**config.mk**
```make
export PLATFORM = sky130hd
export DESIGN_NAME = mux_rr_arbiter
export DESIGN_NICKNAME = d
export VERILOG_FILES = /design/src/rtl/mux_rr_arbiter.sv
export SDC_FILE = /design/constraint.sdc
export NUM_CORES = 1
export LEC_CHECK = 0
export CAP_MARGIN = 25
export CORE_MARGIN = 1
export CORE_UTILIZATION = 44
export CTS_CLUSTER_SIZE = 20
export DETAILED_ROUTE_END_ITERATION = 16
export HOLD_SLACK_MARGIN = 0.05
export PLACE_DENSITY = 0.74
export SYNTH_ARGS = -nofsm -noshare
export SYNTH_HDL_FRONTEND = slang
export SYNTH_SLANG_ARGS = --single-unit
```
**constraint.sdc**
```tcl
create_clock -name clk -period 1.9 [get_ports clk]
set_input_delay 0.285 -clock clk [delete_from_list [all_inputs] [get_ports clk]]
set_output_delay 0.285 -clock clk [all_outputs]
set_load 0.01 [all_outputs]
```
**src/rtl/mux_rr_arbiter.sv**
```systemverilog
// Round-robin arbiter sharing one N-to-1 mux channel between N requesters.
// A registered one-hot grant drives the mux select; the owner keeps the
// channel while it requests, bounded to MAX_HOLD cycles under contention.
//
// state | meaning
// ------+-------------------------------------------------------------
// IDLE  | no owner; grant=0, waiting for any request
// GRANT | one requester owns the channel; hold_cnt counts its tenure
module mux_rr_arbiter #(
  parameter int N        = 4,
  parameter int W        = 1,
  parameter int MAX_HOLD = 8,
  parameter int SEL_W    = (N > 1) ? $clog2(N) : 1
) (
  input  logic             clk,
  input  logic             rst,
  input  logic [N-1:0]     req,
  input  logic [N*W-1:0]   d,
  output logic [N-1:0]     grant,
  output logic [SEL_W-1:0] sel,
  output logic             valid,
  output logic [W-1:0]     f
);

  localparam int HC_W = (MAX_HOLD > 1) ? $clog2(MAX_HOLD) : 1;
  localparam logic [HC_W-1:0]  HOLD_LAST = HC_W'(MAX_HOLD - 1);
  localparam logic [SEL_W-1:0] SEL_LAST  = SEL_W'(N - 1);
  localparam logic [N-1:0]     ONE_HOT0  = N'(1);

  typedef enum logic [0:0] {IDLE, GRANT} state_t;

  state_t           state;
  logic [SEL_W-1:0] ptr;
  logic [HC_W-1:0]  hold_cnt;

  logic             own_req;
  logic             others;
  logic [N-1:0]     cand;
  logic [SEL_W-1:0] sel_inc;
  logic [SEL_W-1:0] start;
  logic [SEL_W-1:0] win;
  logic             win_found;

  // Request classification against the current owner; the owner bit is
  // always masked from the candidates so it can never win its own rotation.
  always_comb begin
    own_req = |(req & grant);
    others  = |(req & ~grant);
    cand    = req & ~grant;
    sel_inc = (sel == SEL_LAST) ? '0 : sel + SEL_W'(1);
    start   = (state == IDLE) ? ptr : sel_inc;
  end

  // First set candidate in circular order beginning at start.
  always_comb begin
    int idx;
    idx       = 0;
    win       = '0;
    win_found = 1'b0;
    for (int i = 0; i < N; i++) begin
      idx = int'(start) + i;
      if (idx >= N) idx = idx - N;
      if (!win_found && cand[idx]) begin
        win       = SEL_W'(idx);
        win_found = 1'b1;
      end
    end
  end

  // Arbitration FSM with registered grant/sel/valid outputs.
  always_ff @(posedge clk or posedge rst) begin
    if (rst) begin
      state    <= IDLE;
      ptr      <= '0;
      hold_cnt <= '0;
      grant    <= '0;
      sel      <= '0;
      valid    <= 1'b0;
    end else begin
      case (state)
        IDLE: begin
          if (win_found) begin
            grant    <= ONE_HOT0 << win;
            sel      <= win;
            valid    <= 1'b1;
            hold_cnt <= '0;
            state    <= GRANT;
          end
        end
        GRANT: begin
          if (own_req && (hold_cnt != HOLD_LAST || !others)) begin
            if (hold_cnt != HOLD_LAST) hold_cnt <= hold_cnt + HC_W'(1);
          end else begin
            // Release or timeout: pointer moves past the outgoing owner.
            ptr      <= sel_inc;
            hold_cnt <= '0;
            if (win_found) begin
              grant <= ONE_HOT0 << win;
              sel   <= win;
              valid <= 1'b1;
            end else begin
              grant <= '0;
              sel   <= '0;
              valid <= 1'b0;
              state <= IDLE;
            end
          end
        end
        default: begin
          state <= IDLE;
          grant <= '0;
          sel   <= '0;
          valid <= 1'b0;
        end
      endcase
    end
  end

  // Output mux driven by the registered select; zero when nobody owns it.
  always_comb begin
    f = '0;
    if (valid) f = d[sel*W +: W];
  end

endmodule

```
==> results of run 1 <==
report_power, final:
| part | switching, uW | internal [uW] | leakage (uW) |
|---|---|---|---|
| Clock | 87.6 | 81.0 | 0.0000150 |
| Sequential | 114 | 392 | 0.000160 |
| Combinational | 579 | 734 | 0.000351 |
| Total | 781 | 1210 | 0.000526 |
layout make-up:
type                    instances  share of cell area
repair buffers                 31               0.234
flip-flops and latches         13               0.273
multi-input cells              64               0.437
well taps                      25              0.0263
clock buffers                   4              0.0221
inverters                       2             0.00631
sequential cells by signal, indices dropped and copies added (netlist names):
signal and count:
grant 4, hold_cnt 3, ptr 2, sel 2
state 1, valid 1
per-stage QoR:
step	setup TNS (ns)	instance area, sq um	worst slack (ns)
4_1_cts	0	1170	0.0101
3_5_place_dp	-0.301	1120	-0.155
6_report	0	1190	0.0407
2_1_floorplan	0	826	0.0277
3_3_place_gp	-0.243	1120	-0.139
5_1_grt	-0.0715	1190	-0.0371
timing repair:
| item | CTS | global route |
|---|---|---|
| gates resized for setup | 3 | 7 |
| setup buffers | 1 | 0 |
| pin swaps | 1 | 2 |
| setup endpoints to repair | 2 | 6 |
logic make-up after synthesis:
family          synth area share
buf+inv                   0.0227
mux                        0.126
flops                      0.394
compound gates             0.214
fa+ha+maj                 0.0455
simple gates               0.198
worst max path at each step:
stage                     startpoint       end  slack [ns]
after CTS                     sel[0]  grant[3]        0.01
final                         sel[0]  grant[2]        0.04
after global routing          sel[0]  grant[2]       -0.04
after floorplan               sel[0]  grant[2]        0.03
after global placement          d[3]         f       -0.14
after detailed placement        d[0]         f       -0.15
worst max-delay path: cells and delay by family (launching register included):
| family | cells | cell delay [ns] |
|---|---|---|
| multiplexers | 2 | 0.48 |
| flip-flops | 1 | 0.40 |
| AND/OR/NAND/NOR | 2 | 0.28 |
| AO/OA/AOI/OAI | 1 | 0.24 |
| adder cells (fa/ha/maj) | 1 | 0.22 |
| buffers and inverters | 1 | 0.13 |
cell usage in the layout (no fill, tap or decap), drive strengths merged, types with 2 or more instances in the layout:
| cell type | n |
|---|---|
| clkdlybuf4s50 | 16 |
| buf | 14 |
| dfrtp | 13 |
| nand2 | 8 |
| nor2 | 6 |
| a21oi | 5 |
| nand2b | 4 |
| a22o | 4 |
| nor2b | 4 |
| mux2 | 4 |
| clkbuf | 4 |
| a22oi | 3 |
| o21ai | 3 |
| ha | 3 |
| inv | 2 |
| o31ai | 2 |
| nor4 | 2 |
| or3 | 2 |
| mux2i | 2 |
metal layers:
metal,share of wire,up-vias,track usage
li1,-,368,-
met1,0.44,343,0.244
met2,0.50,20,0.357
met3,0.034,6,0.0480
met4,0.028,0,0.0606
met5,0,-,0
==> flow_metrics.py, run 1 <==
metrics = {
    "synthesis": {
        "ys_ff_latch": 13,
        "ys_async_sr_fraction": 1.00,
        "synthMostInstantiatedCell": "dfrtp_1",
        "ys_warn_count": 0,
        "ys_seq_area_frac": 0.394,
        "synthCells": 80,
        "synth_top_area_share": 0.394,
        "synth.net_count": 93,
        "synth.distinct_cells": 32,
        "avgSynthCellArea_sq_um": 10.3,
        "synth-edff-count": 0,
        "ys_top_cells_by_area": "dfrtp_1 39%, ha_1 4.5%, a22o_1 4.2%",
        "yosys_most_used_dff": "dfrtp_1",
        "ys_top_cells_by_count": "13 x dfrtp_1, 8 x nand2_1, 5 x a21oi_1, 5 x nor2_1",
        "synth_area_sq_um": 826,
        "synth_area_leader_cell": "dfrtp_1",
    },
    "drt": {
        "wl_mm": 1.85,
        "drtIter0Drc": 8,
        "num_vias": 737,
        "firstDrtPassIters": 4,
        "drc_errors": 0,
        "wl_per_cell_um": 13.3,
        "ant_nets": 0,
        "vias_per_cell": 5.30,
    },
    "cts": {
        "cts_tree": "done",
        "clkLatencyLatePin_ns": 0.27,
        "clock_path_buffers": 2,
        "cts.clk_slew.worst_paths_ns": 0.09,
        "postCtsHoldBufs": 0,
        "htreeDepth": 1,
        "cts_buffers": 3,
        "cts_sinks": 13,
        "clockRootBuffer": "clkbuf_4",
    },
    "run_status": {
        "status": "completed",
    },
    "placement": {
        "dp_hpwl_mm": 1.41,
        "place_inst": 135,
        "routabilityCongestion": 0.886,
        "port_buffers": 17,
    },
    "timing": {
        "holdWs_ns": 0.323,
        "max_freq_mhz": 538,
        "rsz0062_at_grt": "yes",
        "min_period_ns": 1.86,
        "finalSetupViolations": 0,
        "final.setup_skew_ns": 0.0121,
        "slew_headroom": 0.674,
        "slew_violations": 0,
        "hold_viol": 0,
        "min_period_over_period": 0.979,
        "worstMarginPinSlew_ns": 0.488,
    },
    "pwr": {
        "p_leak_uw": 0.000526,
        "ir_drop_mv": 0.995,
        "power_uw": 1990,
        "p_per_area_mw_per_mm2": 1670,
    },
    "setup_path": {
        "critPathKind": "register to register",
        "worstSetupEndpointType": "register",
        "rr_endpoint": "grant[2]",
        "r2r_start": "sel[0]",
        "required_ns": 2.07,
        "crit_chain": "buf_6 > ha_4 > mux2i_4 > nor2_2 > mux2_4 > or2_4 > a32o_1",
        "worst-endpoint-arrival_ns": 2.03,
        "reg2reg_slack_ns": 0.04,
        "cp_max_fo": 5,
        "critPathSlowestCell": "dfrtp_1",
        "ff2ff_path_depth": 7,
        "critPathLaunchType": "register",
        "slowest_delay_ns": 0.40,
    },
    "final_layout": {
        "fin_util": 0.682,
        "instances_no_fill": 139,
        "antenna_cells": 0,
        "seq_area_sq_um": 325,
        "drive_gt1_frac": 0.281,
        "final.fill_count": 134,
        "nets": 128,
        "multi_input_area_sq_um": 520,
        "syn_to_final_growth_pct": 44.1,
    },
    "grt": {
        "grt_pass1_wl_mm": 2.99,
        "grt_pass1_vias": 720,
        "grt_max_degree": 14,
        "grt_use_total": 0.203,
        "overflow": 0,
        "antenna_found_initial": 0,
    },
    "floorplan": {
        "row_count": 15,
        "die_w_um": 45.3,
        "start_util": 0.473,
        "die_area_sq_mm": 0.00205,
        "fp.dieH_um": 45.3,
        "ios": 18,
        "core_area_sq_mm": 0.00175,
    },
    "min_path": {
        "hold_path_class": "input port to async pin",
    },
    "job": {
        "maxCapViolCount": 0,
    },
}
No activity file was read; power rests on OpenSTA's default activity.
==> run 2, diff against run 1 <==
--- a/config.mk
+++ b/config.mk
@@ -7,11 +7,11 @@
 export LEC_CHECK = 0
 export CAP_MARGIN = 25
 export CORE_MARGIN = 1
-export CORE_UTILIZATION = 44
+export CORE_UTILIZATION = 48
 export CTS_CLUSTER_SIZE = 20
 export DETAILED_ROUTE_END_ITERATION = 16
 export HOLD_SLACK_MARGIN = 0.05
-export PLACE_DENSITY = 0.74
+export PLACE_DENSITY = 0.76
 export SYNTH_ARGS = -nofsm -noshare
 export SYNTH_HDL_FRONTEND = slang
 export SYNTH_SLANG_ARGS = --single-unit
==> constraint.sdc (replaced) <==
create_clock -name clk -period 2.1 [get_ports clk]
set_input_delay 0.315 -clock clk [delete_from_list [all_inputs] [get_ports clk]]
set_output_delay 0.315 -clock clk [all_outputs]
set_load 0.01 [all_outputs]
==> flow_metrics.py, run 2 (same netlist as run 1, synthesis figures left out) <==
metrics = {
    "cts": {
        "cts_sinks": 13,
        "clkLatencyLatePin_ns": 0.27,
        "cts.clk_slew.worst_paths_ns": 0.08,
        "cts_buffers": 3,
        "htreeDepth": 1,
        "clockRootBuffer": "clkbuf_4",
        "cts_tree": "done",
        "clock_path_buffers": 2,
    },
    "setup_path": {
        "cp_top_family": "multiplexers",
        "worstSetupEndpointType": "register",
        "critPathSlowestCell": "dfrtp_2",
        "critPathLaunchType": "register",
        "cp_max_fo": 4,
        "slowest_delay_ns": 0.42,
        "crit_chain": "buf_4 > ha_4 > nor2_1 > mux2i_2 > mux2_4 > or2_4 > o41ai_2",
        "critPathKind": "register to register",
        "cp.buffers_inverters": 1,
        "worst-endpoint-arrival_ns": 2.17,
        "required_ns": 2.28,
    },
    "floorplan": {
        "start_util": 0.530,
        "fp.dieH_um": 43.5,
        "die_w_um": 43.5,
        "die_area_sq_mm": 0.00189,
        "core_area_sq_mm": 0.00156,
        "row_count": 14,
        "ios": 18,
    },
    "final_layout": {
        "nets": 120,
        "syn_to_final_growth_pct": 32.3,
        "final_common_cell": "clkdlybuf4s50_1",
        "reg_top3": "grant (4), hold_cnt (3)",
        "largest-register": "grant",
        "final.fill_count": 127,
        "multi_input_area_sq_um": 498,
        "largest_reg_flops": 4,
        "antenna_cells": 0,
        "drive_gt1_frac": 0.208,
        "layout_common_cells": "16 x clkdlybuf4s50_1, 12 x dfrtp_1, 8 x nand2_1, 6 x buf_4",
        "seq_area_sq_um": 327,
    },
    "timing": {
        "finalSetupViolations": 0,
        "slew_headroom": 0.669,
        "slew_violations": 0,
        "worstMarginPinSlew_ns": 0.496,
        "final.setup_skew_ns": 0.00628,
        "min_period_over_period": 0.947,
        "hold_viol": 0,
        "max_freq_mhz": 503,
        "rsz0062_at_grt": "no",
        "min_period_ns": 1.99,
        "tns_ns": 0,
    },
    "drt": {
        "wl_mm": 1.88,
        "drtIter0Drc": 35,
        "ant_nets": 0,
        "drc_errors": 4,
        "firstDrtPassIters": 10,
        "wl_per_cell_um": 15.4,
        "num_vias": 728,
        "vias_per_cell": 5.97,
    },
    "job": {
        "maxCapViolCount": 0,
    },
    "grt": {
        "overflow": 0,
        "grt_pass1_wl_mm": 3.19,
        "antenna_found_initial": 0,
        "grt_max_degree": 14,
        "grt_pass1_vias": 714,
        "grt_use_total": 0.236,
    },
    "placement": {
        "dp_hpwl_mm": 1.45,
        "routabilityCongestion": 0.928,
        "port_buffers": 17,
    },
    "pwr": {
        "power_uw": 1700,
        "ir_drop_mv": 0.832,
        "p_leak_uw": 0.000483,
        "p_per_area_mw_per_mm2": 1560,
    },
    "run_status": {
        "violations": "design-rule violations",
        "status": "finished, violations left",
    },
    "min_path": {
        "hold_path_class": "input port to async pin",
    },
}
-- run 2: power breakdown --
group,switching [uW],internal [uW]
registers,104,357
clock network,83.0,73.5
logic,497,589
-- run 2: cell type report --
class,instances,area share
well taps,16,0.0183
inverters,2,0.00687
multi-input cells,64,0.456
repair buffers,23,0.196
flip-flops and latches,13,0.299
clock buffers,4,0.0241
-- run 2: per-layer routing --
| layer | track usage | vias to the layer above | routed length, um |
|---|---|---|---|
| met1 | 0.293 | 348 | 823 |
| li1 | - | 354 | - |
| met5 | 0 | - | 0 |
| met2 | 0.397 | 24 | 928 |
| met3 | 0.0542 | 2 | 108 |
| met4 | 0.0938 | 0 | 17 |
-- run 2: stage by stage --
stage,util,area (sq um),std cells,hold WS [ns],setup slack [ns]
detailed placement,0.669,1040,117,0.502,-0.0163
floorplan,-,826,80,0.192,0.228
CTS,0.690,1080,122,0.368,0.0490
global placement,0.669,1040,117,0.497,-0.000560
global route,0.701,1090,122,0.428,0.00131
finish,0.701,1090,122,0.356,0.112
-- run 2: worst reg2reg max path, stage by stage, from the launching register on --
cell	delay, ns
dfrtp_2	0.42
buf_4	0.16
ha_4	0.15
nor2_1	0.18
mux2i_2	0.15
mux2_4	0.34
or2_4	0.24
o41ai_2	0.27
-- run 2: final timing paths --
path	to	depth (start not counted)	slack [ns]	start
worst max-delay path	grant[1]	7	0.11	sel[0]
max in group asynchronous	sel[0]	2	1.39	rst
worst max register to register	grant[1]	7	0.11	sel[0]
worst min-delay path	grant[0]	2	0.36	rst
min in group clk	hold_cnt[1]	1	0.52	hold_cnt[1]
worst min register to register	hold_cnt[1]	1	0.52	hold_cnt[1]
-- run 2: what timing repair did --
action / CTS / global route
buffers inserted: 1 / 0
hold buffers: 0 / 0
gates resized for setup: 2 / 2
setup endpoints to repair: 1 / 2
